==> src/rtl/io_pkg.sv <==
// -----------------------------------------------------------------------------
// io_pkg
// Shared definitions for the memory-mapped KEY/SW input peripheral:
//   - register addresses of the four mapped words
//   - status word bit positions (READY, OVERRUN)
//   - default debounce qualification length
//   - status record type and helpers that compute its next value and its
//     software-visible encoding
// No ports (package).
// -----------------------------------------------------------------------------
package io_pkg;

   localparam logic [31:0] IO_ADDR_KDATA = 32'hF000_0010;
   localparam logic [31:0] IO_ADDR_SDATA = 32'hF000_0014;
   localparam logic [31:0] IO_ADDR_KCTRL = 32'hF000_0110;
   localparam logic [31:0] IO_ADDR_SCTRL = 32'hF000_0114;

   localparam int READY_BIT = 0;
   localparam int OVR_BIT   = 2;

   localparam int DEFAULT_DEBOUNCE_CYCLES = 100000;

   // Per-device sticky status.
   typedef struct packed {
      logic ovr;
      logic ready;
   } status_t;

   // Next status value. An incoming event always wins over a clear in the
   // same cycle; a read-clear coinciding with an event suppresses the
   // overrun because software has consumed the previous event.
   function automatic status_t status_next(
      input status_t cur,
      input logic    evt,
      input logic    rd_clr,
      input logic    wr_clr
   );
      status_t nxt;
      nxt = cur;
      if (evt) begin
         nxt.ready = 1'b1;
         if (cur.ready && !rd_clr) begin
            nxt.ovr = 1'b1;
         end else if (wr_clr) begin
            nxt.ovr = 1'b0;
         end else begin
            nxt.ovr = cur.ovr;
         end
      end else begin
         if (rd_clr) begin
            nxt.ready = 1'b0;
         end else begin
            nxt.ready = cur.ready;
         end
         if (wr_clr) begin
            nxt.ovr = 1'b0;
         end else begin
            nxt.ovr = cur.ovr;
         end
      end
      return nxt;
   endfunction

   // Software view of the status record; unused bits read as zero.
   function automatic logic [31:0] status_word(input status_t st);
      logic [31:0] w;
      w            = 32'h0000_0000;
      w[READY_BIT] = st.ready;
      w[OVR_BIT]   = st.ovr;
      return w;
   endfunction

endpackage

==> src/rtl/debounce_bit.sv <==
// -----------------------------------------------------------------------------
// debounce_bit
// Two-flop synchronizer followed by a consecutive-cycle qualifier for one
// raw input bit. The debounced value only follows the synchronized input
// once it has differed for DEBOUNCE_CYCLES consecutive samples; any sample
// agreeing with the current debounced value restarts the qualification.
// Ports:
//   clk     - system clock
//   reset   - synchronous active-high reset
//   raw     - asynchronous input bit
//   stable  - debounced value
//   changed - single-cycle pulse, high in the cycle whose clock edge
//             updates stable
// -----------------------------------------------------------------------------
module debounce_bit #(
   parameter int DEBOUNCE_CYCLES = io_pkg::DEFAULT_DEBOUNCE_CYCLES
) (
   input  logic clk,
   input  logic reset,
   input  logic raw,
   output logic stable,
   output logic changed
);

   localparam int CW = (DEBOUNCE_CYCLES > 1) ? $clog2(DEBOUNCE_CYCLES) : 1;
   localparam logic [CW-1:0] CNT_LAST = CW'(DEBOUNCE_CYCLES - 1);

   logic          sync1_q;
   logic          sync2_q;
   logic          stable_q;
   logic          stable_d;
   logic [CW-1:0] cnt_q;
   logic [CW-1:0] cnt_d;

   // Synchronizer flops for the asynchronous pin.
   always_ff @(posedge clk) begin
      if (reset) begin
         sync1_q <= 1'b0;
         sync2_q <= 1'b0;
      end else begin
         sync1_q <= raw;
         sync2_q <= sync1_q;
      end
   end

   // Qualification counter and debounced value next-state.
   always_comb begin
      stable_d = stable_q;
      cnt_d    = cnt_q;
      if (sync2_q == stable_q) begin
         cnt_d = '0;
      end else if (cnt_q == CNT_LAST) begin
         stable_d = sync2_q;
         cnt_d    = '0;
      end else begin
         cnt_d = cnt_q + CW'(1'b1);
      end
   end

   // Counter and debounced value state.
   always_ff @(posedge clk) begin
      if (reset) begin
         stable_q <= 1'b0;
         cnt_q    <= '0;
      end else begin
         stable_q <= stable_d;
         cnt_q    <= cnt_d;
      end
   end

   assign stable = stable_q;

   // Pulse aligned with the edge that updates stable_q, so status logic in
   // the parent sees the event on the same edge the data register changes.
   assign changed = (stable_d != stable_q) && !reset;

endmodule

==> src/rtl/io_input_ctrl.sv <==
// -----------------------------------------------------------------------------
// io_input_ctrl
// Memory-mapped input peripheral for push-buttons (KEY, active-low) and
// slide switches (SW). Every bit is synchronized and debounced; software
// sees the debounced vectors plus a sticky READY/OVERRUN status word per
// device, so it can detect changes without polling bouncing pins.
// Ports:
//   clk    - system clock
//   reset  - synchronous active-high reset
//   addr   - byte address from the ALU
//   rdEn   - load in progress (gates the READY clear side effect only)
//   wrEn   - store in progress
//   wrData - store data (bit OVR_BIT written 0 clears OVERRUN)
//   KEY    - raw buttons, active-low
//   SW     - raw switches
//   rdData - combinational read data for addr
//   hit    - addr selects one of the four mapped registers
// -----------------------------------------------------------------------------
module io_input_ctrl
   import io_pkg::*;
#(
   parameter int               DBITS           = 32,
   parameter int               DEBOUNCE_CYCLES = DEFAULT_DEBOUNCE_CYCLES,
   parameter int               KEY_BITS        = 4,
   parameter int               SW_BITS         = 10,
   parameter logic [DBITS-1:0] ADDR_KDATA      = DBITS'(IO_ADDR_KDATA),
   parameter logic [DBITS-1:0] ADDR_SDATA      = DBITS'(IO_ADDR_SDATA),
   parameter logic [DBITS-1:0] ADDR_KCTRL      = DBITS'(IO_ADDR_KCTRL),
   parameter logic [DBITS-1:0] ADDR_SCTRL      = DBITS'(IO_ADDR_SCTRL)
) (
   input  logic                clk,
   input  logic                reset,
   input  logic [DBITS-1:0]    addr,
   input  logic                rdEn,
   input  logic                wrEn,
   input  logic [DBITS-1:0]    wrData,
   input  logic [KEY_BITS-1:0] KEY,
   input  logic [SW_BITS-1:0]  SW,
   output logic [DBITS-1:0]    rdData,
   output logic                hit
);

   logic [KEY_BITS-1:0] key_pressed_s;
   logic [KEY_BITS-1:0] key_stable_s;
   logic [KEY_BITS-1:0] key_chg_s;
   logic [SW_BITS-1:0]  sw_stable_s;
   logic [SW_BITS-1:0]  sw_chg_s;

   logic    key_evt_s;
   logic    sw_evt_s;
   logic    sel_kdata_s;
   logic    sel_sdata_s;
   logic    sel_kctrl_s;
   logic    sel_sctrl_s;
   logic    key_rd_clr_s;
   logic    sw_rd_clr_s;
   logic    key_wr_clr_s;
   logic    sw_wr_clr_s;
   status_t key_st_q;
   status_t key_st_d;
   status_t sw_st_q;
   status_t sw_st_d;
   logic    unused_wr_s;

   // Inversion is a per-bit NOT, so it commutes with the synchronizer
   // flops. Applying it at the synchronizer input keeps the flops' reset
   // value of 0 meaning "released" and avoids a spurious press being
   // qualified right after reset.
   assign key_pressed_s = ~KEY;

   for (genvar gi = 0; gi < KEY_BITS; gi++) begin : g_key
      debounce_bit #(
         .DEBOUNCE_CYCLES (DEBOUNCE_CYCLES)
      ) u_db (
         .clk     (clk),
         .reset   (reset),
         .raw     (key_pressed_s[gi]),
         .stable  (key_stable_s[gi]),
         .changed (key_chg_s[gi])
      );
   end

   for (genvar gi = 0; gi < SW_BITS; gi++) begin : g_sw
      debounce_bit #(
         .DEBOUNCE_CYCLES (DEBOUNCE_CYCLES)
      ) u_db (
         .clk     (clk),
         .reset   (reset),
         .raw     (SW[gi]),
         .stable  (sw_stable_s[gi]),
         .changed (sw_chg_s[gi])
      );
   end

   // Several bits changing together count as one device event.
   assign key_evt_s = |key_chg_s;
   assign sw_evt_s  = |sw_chg_s;

   assign sel_kdata_s = (addr == ADDR_KDATA);
   assign sel_sdata_s = (addr == ADDR_SDATA);
   assign sel_kctrl_s = (addr == ADDR_KCTRL);
   assign sel_sctrl_s = (addr == ADDR_SCTRL);

   // Loading a DATA word acknowledges that device's event.
   assign key_rd_clr_s = rdEn && sel_kdata_s;
   assign sw_rd_clr_s  = rdEn && sel_sdata_s;

   // Only a zero in the OVERRUN position clears it; READY is not writable.
   assign key_wr_clr_s = wrEn && sel_kctrl_s && !wrData[OVR_BIT];
   assign sw_wr_clr_s  = wrEn && sel_sctrl_s && !wrData[OVR_BIT];

   // Only the OVERRUN bit of the store data is meaningful.
   assign unused_wr_s = ^{wrData[DBITS-1:OVR_BIT+1], wrData[OVR_BIT-1:0]};

   // Status next-state for both devices.
   always_comb begin
      key_st_d = status_next(key_st_q, key_evt_s, key_rd_clr_s, key_wr_clr_s);
      sw_st_d  = status_next(sw_st_q, sw_evt_s, sw_rd_clr_s, sw_wr_clr_s);
   end

   // Sticky status registers.
   always_ff @(posedge clk) begin
      if (reset) begin
         key_st_q <= '0;
         sw_st_q  <= '0;
      end else begin
         key_st_q <= key_st_d;
         sw_st_q  <= sw_st_d;
      end
   end

   // Zero-latency read mux; rdEn deliberately plays no part here.
   always_comb begin
      rdData = '0;
      hit    = 1'b0;
      if (sel_kdata_s) begin
         rdData = DBITS'(key_stable_s);
         hit    = 1'b1;
      end else if (sel_sdata_s) begin
         rdData = DBITS'(sw_stable_s);
         hit    = 1'b1;
      end else if (sel_kctrl_s) begin
         rdData = DBITS'(status_word(key_st_q));
         hit    = 1'b1;
      end else if (sel_sctrl_s) begin
         rdData = DBITS'(status_word(sw_st_q));
         hit    = 1'b1;
      end else begin
         rdData = '0;
         hit    = 1'b0;
      end
   end

endmodule

==> config.mk <==
export PLATFORM = sky130hd
export DESIGN_NAME = io_input_ctrl
export DESIGN_NICKNAME = d
export VERILOG_FILES = /design/src/rtl/io_pkg.sv /design/src/rtl/debounce_bit.sv /design/src/rtl/io_input_ctrl.sv
export SDC_FILE = /design/constraint.sdc
export NUM_CORES = 1
export LEC_CHECK = 0
export ABC_CLOCK_PERIOD_IN_PS = 2600
export BUFFER_PORTS_ARGS = -buffer_cell sky130_fd_sc_hd__buf_2
export CORE_AREA = 2 2 203 205
export DETAILED_ROUTE_END_ITERATION = 16
export DIE_AREA = 0 0 205 207
export SLEW_MARGIN = 15
export SYNTH_ARGS = -nofsm -noshare
export SYNTH_HDL_FRONTEND = slang
export SYNTH_SLANG_ARGS = --single-unit
==> constraint.sdc <==
create_clock -name clk -period 2.6 [get_ports clk]
set_clock_uncertainty 0.05 [all_clocks]
set_input_delay 0.13 -clock clk [delete_from_list [all_inputs] [get_ports clk]]
set_output_delay 0.13 -clock clk [all_outputs]
set_load 0.02 [all_outputs]
==> metrics.md <==
| Metric | Value |
|---|---|
| Clk sinks | 284 |
| Achievable Freq | 448 MHz |
| Core area | 0.0404 mm² |
| Root buffer cell | clkbuf_16 |
| Die X | 205 µm |
| First-pass GRT wire length | 41200 µm |
| Register area share after synthesis | 46.1% |
| Largest fanout on the critical path | 6 |
| Clock Latency Late Sink | 0.56 ns |
| Die area | 0.0424 mm² |
| LEAKAGE | 0.00485 µW |
| Outcome | finished, final reports clean |
| Synth top area share | 46.1% |
| Initial cell density of the core | 30.5% |
| Fin nets | 1560 |
| I/O pin cnt | 115 |
| Total vias in the final route | 9220 |
| CP Capture Type | output pin |
| Synth cell types | 55 |
| Total Power | 9190 µW |
| Post-route cell area | 0.0144 mm² |
| Area grow syn2layout | 16.9% |
| Min Clock Period, post-route | 2.23 ns |
| TNS Setup | 0 ns |
| CP Data Arrival Time | about 2.1 ns |
| Area of the mapped netlist | 0.0123 mm² |
| DRT Wirelength | approximately 24000 µm |
| VDD IR-drop max | between 400 and 500 µV |
| Seq cells post-synth | between 200 and 300 |
| Synth Instances | roughly 1400 |
| Final Max Tran Viols | 0 |
| Max_cap viols | 0 |
| Clock tree buffer depth | 3 |
| Yosys top cell by area | dfxtp_1 |
| Largest cells by area after synthesis | dfxtp_1 (46%), nor2_1 (8.4%), xor2_1 (8.4%) |
| Final setup violation count | 0 |
| Most frequent cell after synthesis | dfxtp_1 |
| Reg clk slew, reported paths | 0.06 ns |
| Asr flop ratio synth | 0% |
| Fin. Hold Viols | 0 |
| Hold buffer count at cts | 18 |
| Area after DPL | ~0.013 mm² |
| Congestion Overflow GR | 0 |
| Number of synthesized flops with an enable pin | 0 |
| Hold/Removal Path Class | in2reg |
| Num CTS Buffers | 31 |
| Ys flop type | dfxtp_1 |
| Antenna Nets Post-Route | 0 |
| Gpl congestion | 0.767 |
| Row cnt | 74 |
| I/O Buffers | 61 |
| Wirelength per Cell | 11.9 µm |
| Postcts setup bufs | 0 |
| Final HPWL DP | 17200 µm |
| RSZ-0062 raised after global routing | false |
| Die Y | 207 µm |
| H-Tree Depth | 1 |
| Overall routing resource usage | between 10% and 20% |
| Antenna Cells | 0 |
| Residual DRC | 0 |
| Worst-Margin Slew | between 0.6 and 0.7 ns |
| Initial antenna violation count | 0 |
| P per Cell Area | 638 mW/mm² |
| Largest net degree at the start of global routing | 21 |
| Share of cells above drive strength 1 | under 10% |
| CTS resizes | 0 |
| Synth top cells by count | dfxtp_1 (284), nor2_1 (277), xor2_1 (118) |
| Dpl ws | between 0.3 and 0.4 ns |
| Crit start category | input port |
| CTS tree | done |
| Synthesized area per cell | 8.94 µm² |
| Vias in the first global route | 8908 |
| Relative slew slack | 58.8% |
| DR iter-0 viols | 393 |
| Slack of the critical path | 0.368 ns |
| Vias/cell | ~4.6 |
| Critical path class | in2out |
| Final Cycle Share | 85.9% |
| Synthesis warning total | 0 |
| Data required, critical path | 2.42 ns |
| Iteration count of the initial detailed-routing pass | 6 |
| Flop2flop setup slack | 0.46 ns |
-- registers in the layout, summed over array words and instances (netlist names) --
signal and count:
g_sw.u_db.sync2_q 10, g_sw.u_db.stable 10, g_sw.u_db.sync1_q 10, g_key.u_db.sync2_q 4, g_key.u_db.cnt_q 68, g_sw.u_db.cnt_q 170, sw_st_q 2, g_key.u_db.stable 4
key_st_q 2, g_key.u_db.sync1_q 4
-- cell usage in the layout (no fill, tap or decap), types with 10 or more instances in the layout --
master and instances:
mux2i_1 15, nor2_1 277, clkbuf_16 31, nor4_1 18
ha_1 14, nor3_1 29, nor2b_1 29, a21oi_1 15
xnor2_1 93, inv_1 29, nor4bb_1 11, o21ai_0 15
and2_1 16, and3_1 32, and4_1 26, nand3_1 75
dfxtp_1 284, dlygate4sd3_1 18, nor4b_1 10, buf_2 61
xor2_1 118, conb_1 22, or3_1 21, nand2_1 81
nand4_1 62, buf_4 10
-- per-layer routing --
layer	vias up	part of all wire, %	track usage (%)	wire length (µm)
li1	4832	-	-	-
met1	4202	50	15.6	12000
met2	141	43	18.0	10300
met3	45	4.1	1.65	982
met4	0	3.1	4.07	735
met5	-	0	0	0
-- critical path: stages --
cell and delay [ns]:
buf_2 0.09, nor4b_1 0.31, nand4_1 0.26, or2_2 0.41, inv_1 0.09, nand2_1 0.10
buf_4 0.20, nor3b_1 0.23, buf_2 0.21
-- logic make-up after synthesis --
kind of cell             count (synthesis)  synth area share, %
other                                    1               0.0304
AO/OA/AOI/OAI                           43                 2.17
multiplexers                            17                 1.58
flip-flops                             284                 46.1
adder cells (fa/ha/maj)                 14                 1.42
buffers and inverters                   86                 3.52
AND/OR/NAND/NOR                        722                 30.1
XOR/XNOR                               211                 15.0
-- area by class of cell --
class / instances / area, µm²
clock buffers: 41 / 893
clock inverters: 17 / 210
fillers: 4149 / 26000
inverters: 29 / 109
multi-input cells: 1029 / 6280
flip-flops and latches: 284 / 5690
well taps: 532 / 666
repair buffers: 89 / 561
-- through the flow --
step	instances	util (%)	hold slack, ns
after floorplan	1399	-	0.147
after global placement	1945	32.5	0.243
after detailed placement	1945	32.5	0.242
after CTS	2021	35.7	0.0224
after global routing	2021	35.7	0.0574
final	2021	35.7	0.0354
-- path summary, 6_finish.rpt --
check | depth (start not counted) | end | from
worst min-delay path | 3 | key_st_q[0] | addr[2]
worst max-delay path | 9 | rdData[9] | addr[25]
worst max register to register | 7 | sw_st_q[1] | g_sw[8].u_db.cnt_q[0]
worst min register to register | 1 | g_sw[7].u_db.cnt_q[0] | g_sw[7].u_db.cnt_q[0]
-- power breakdown --
group | switching, µW | internal (µW)
logic | 113 | 73.8
clock network | 1790 | 2820
registers | 17.6 | 4380
(Power assumes the default switching activity.)
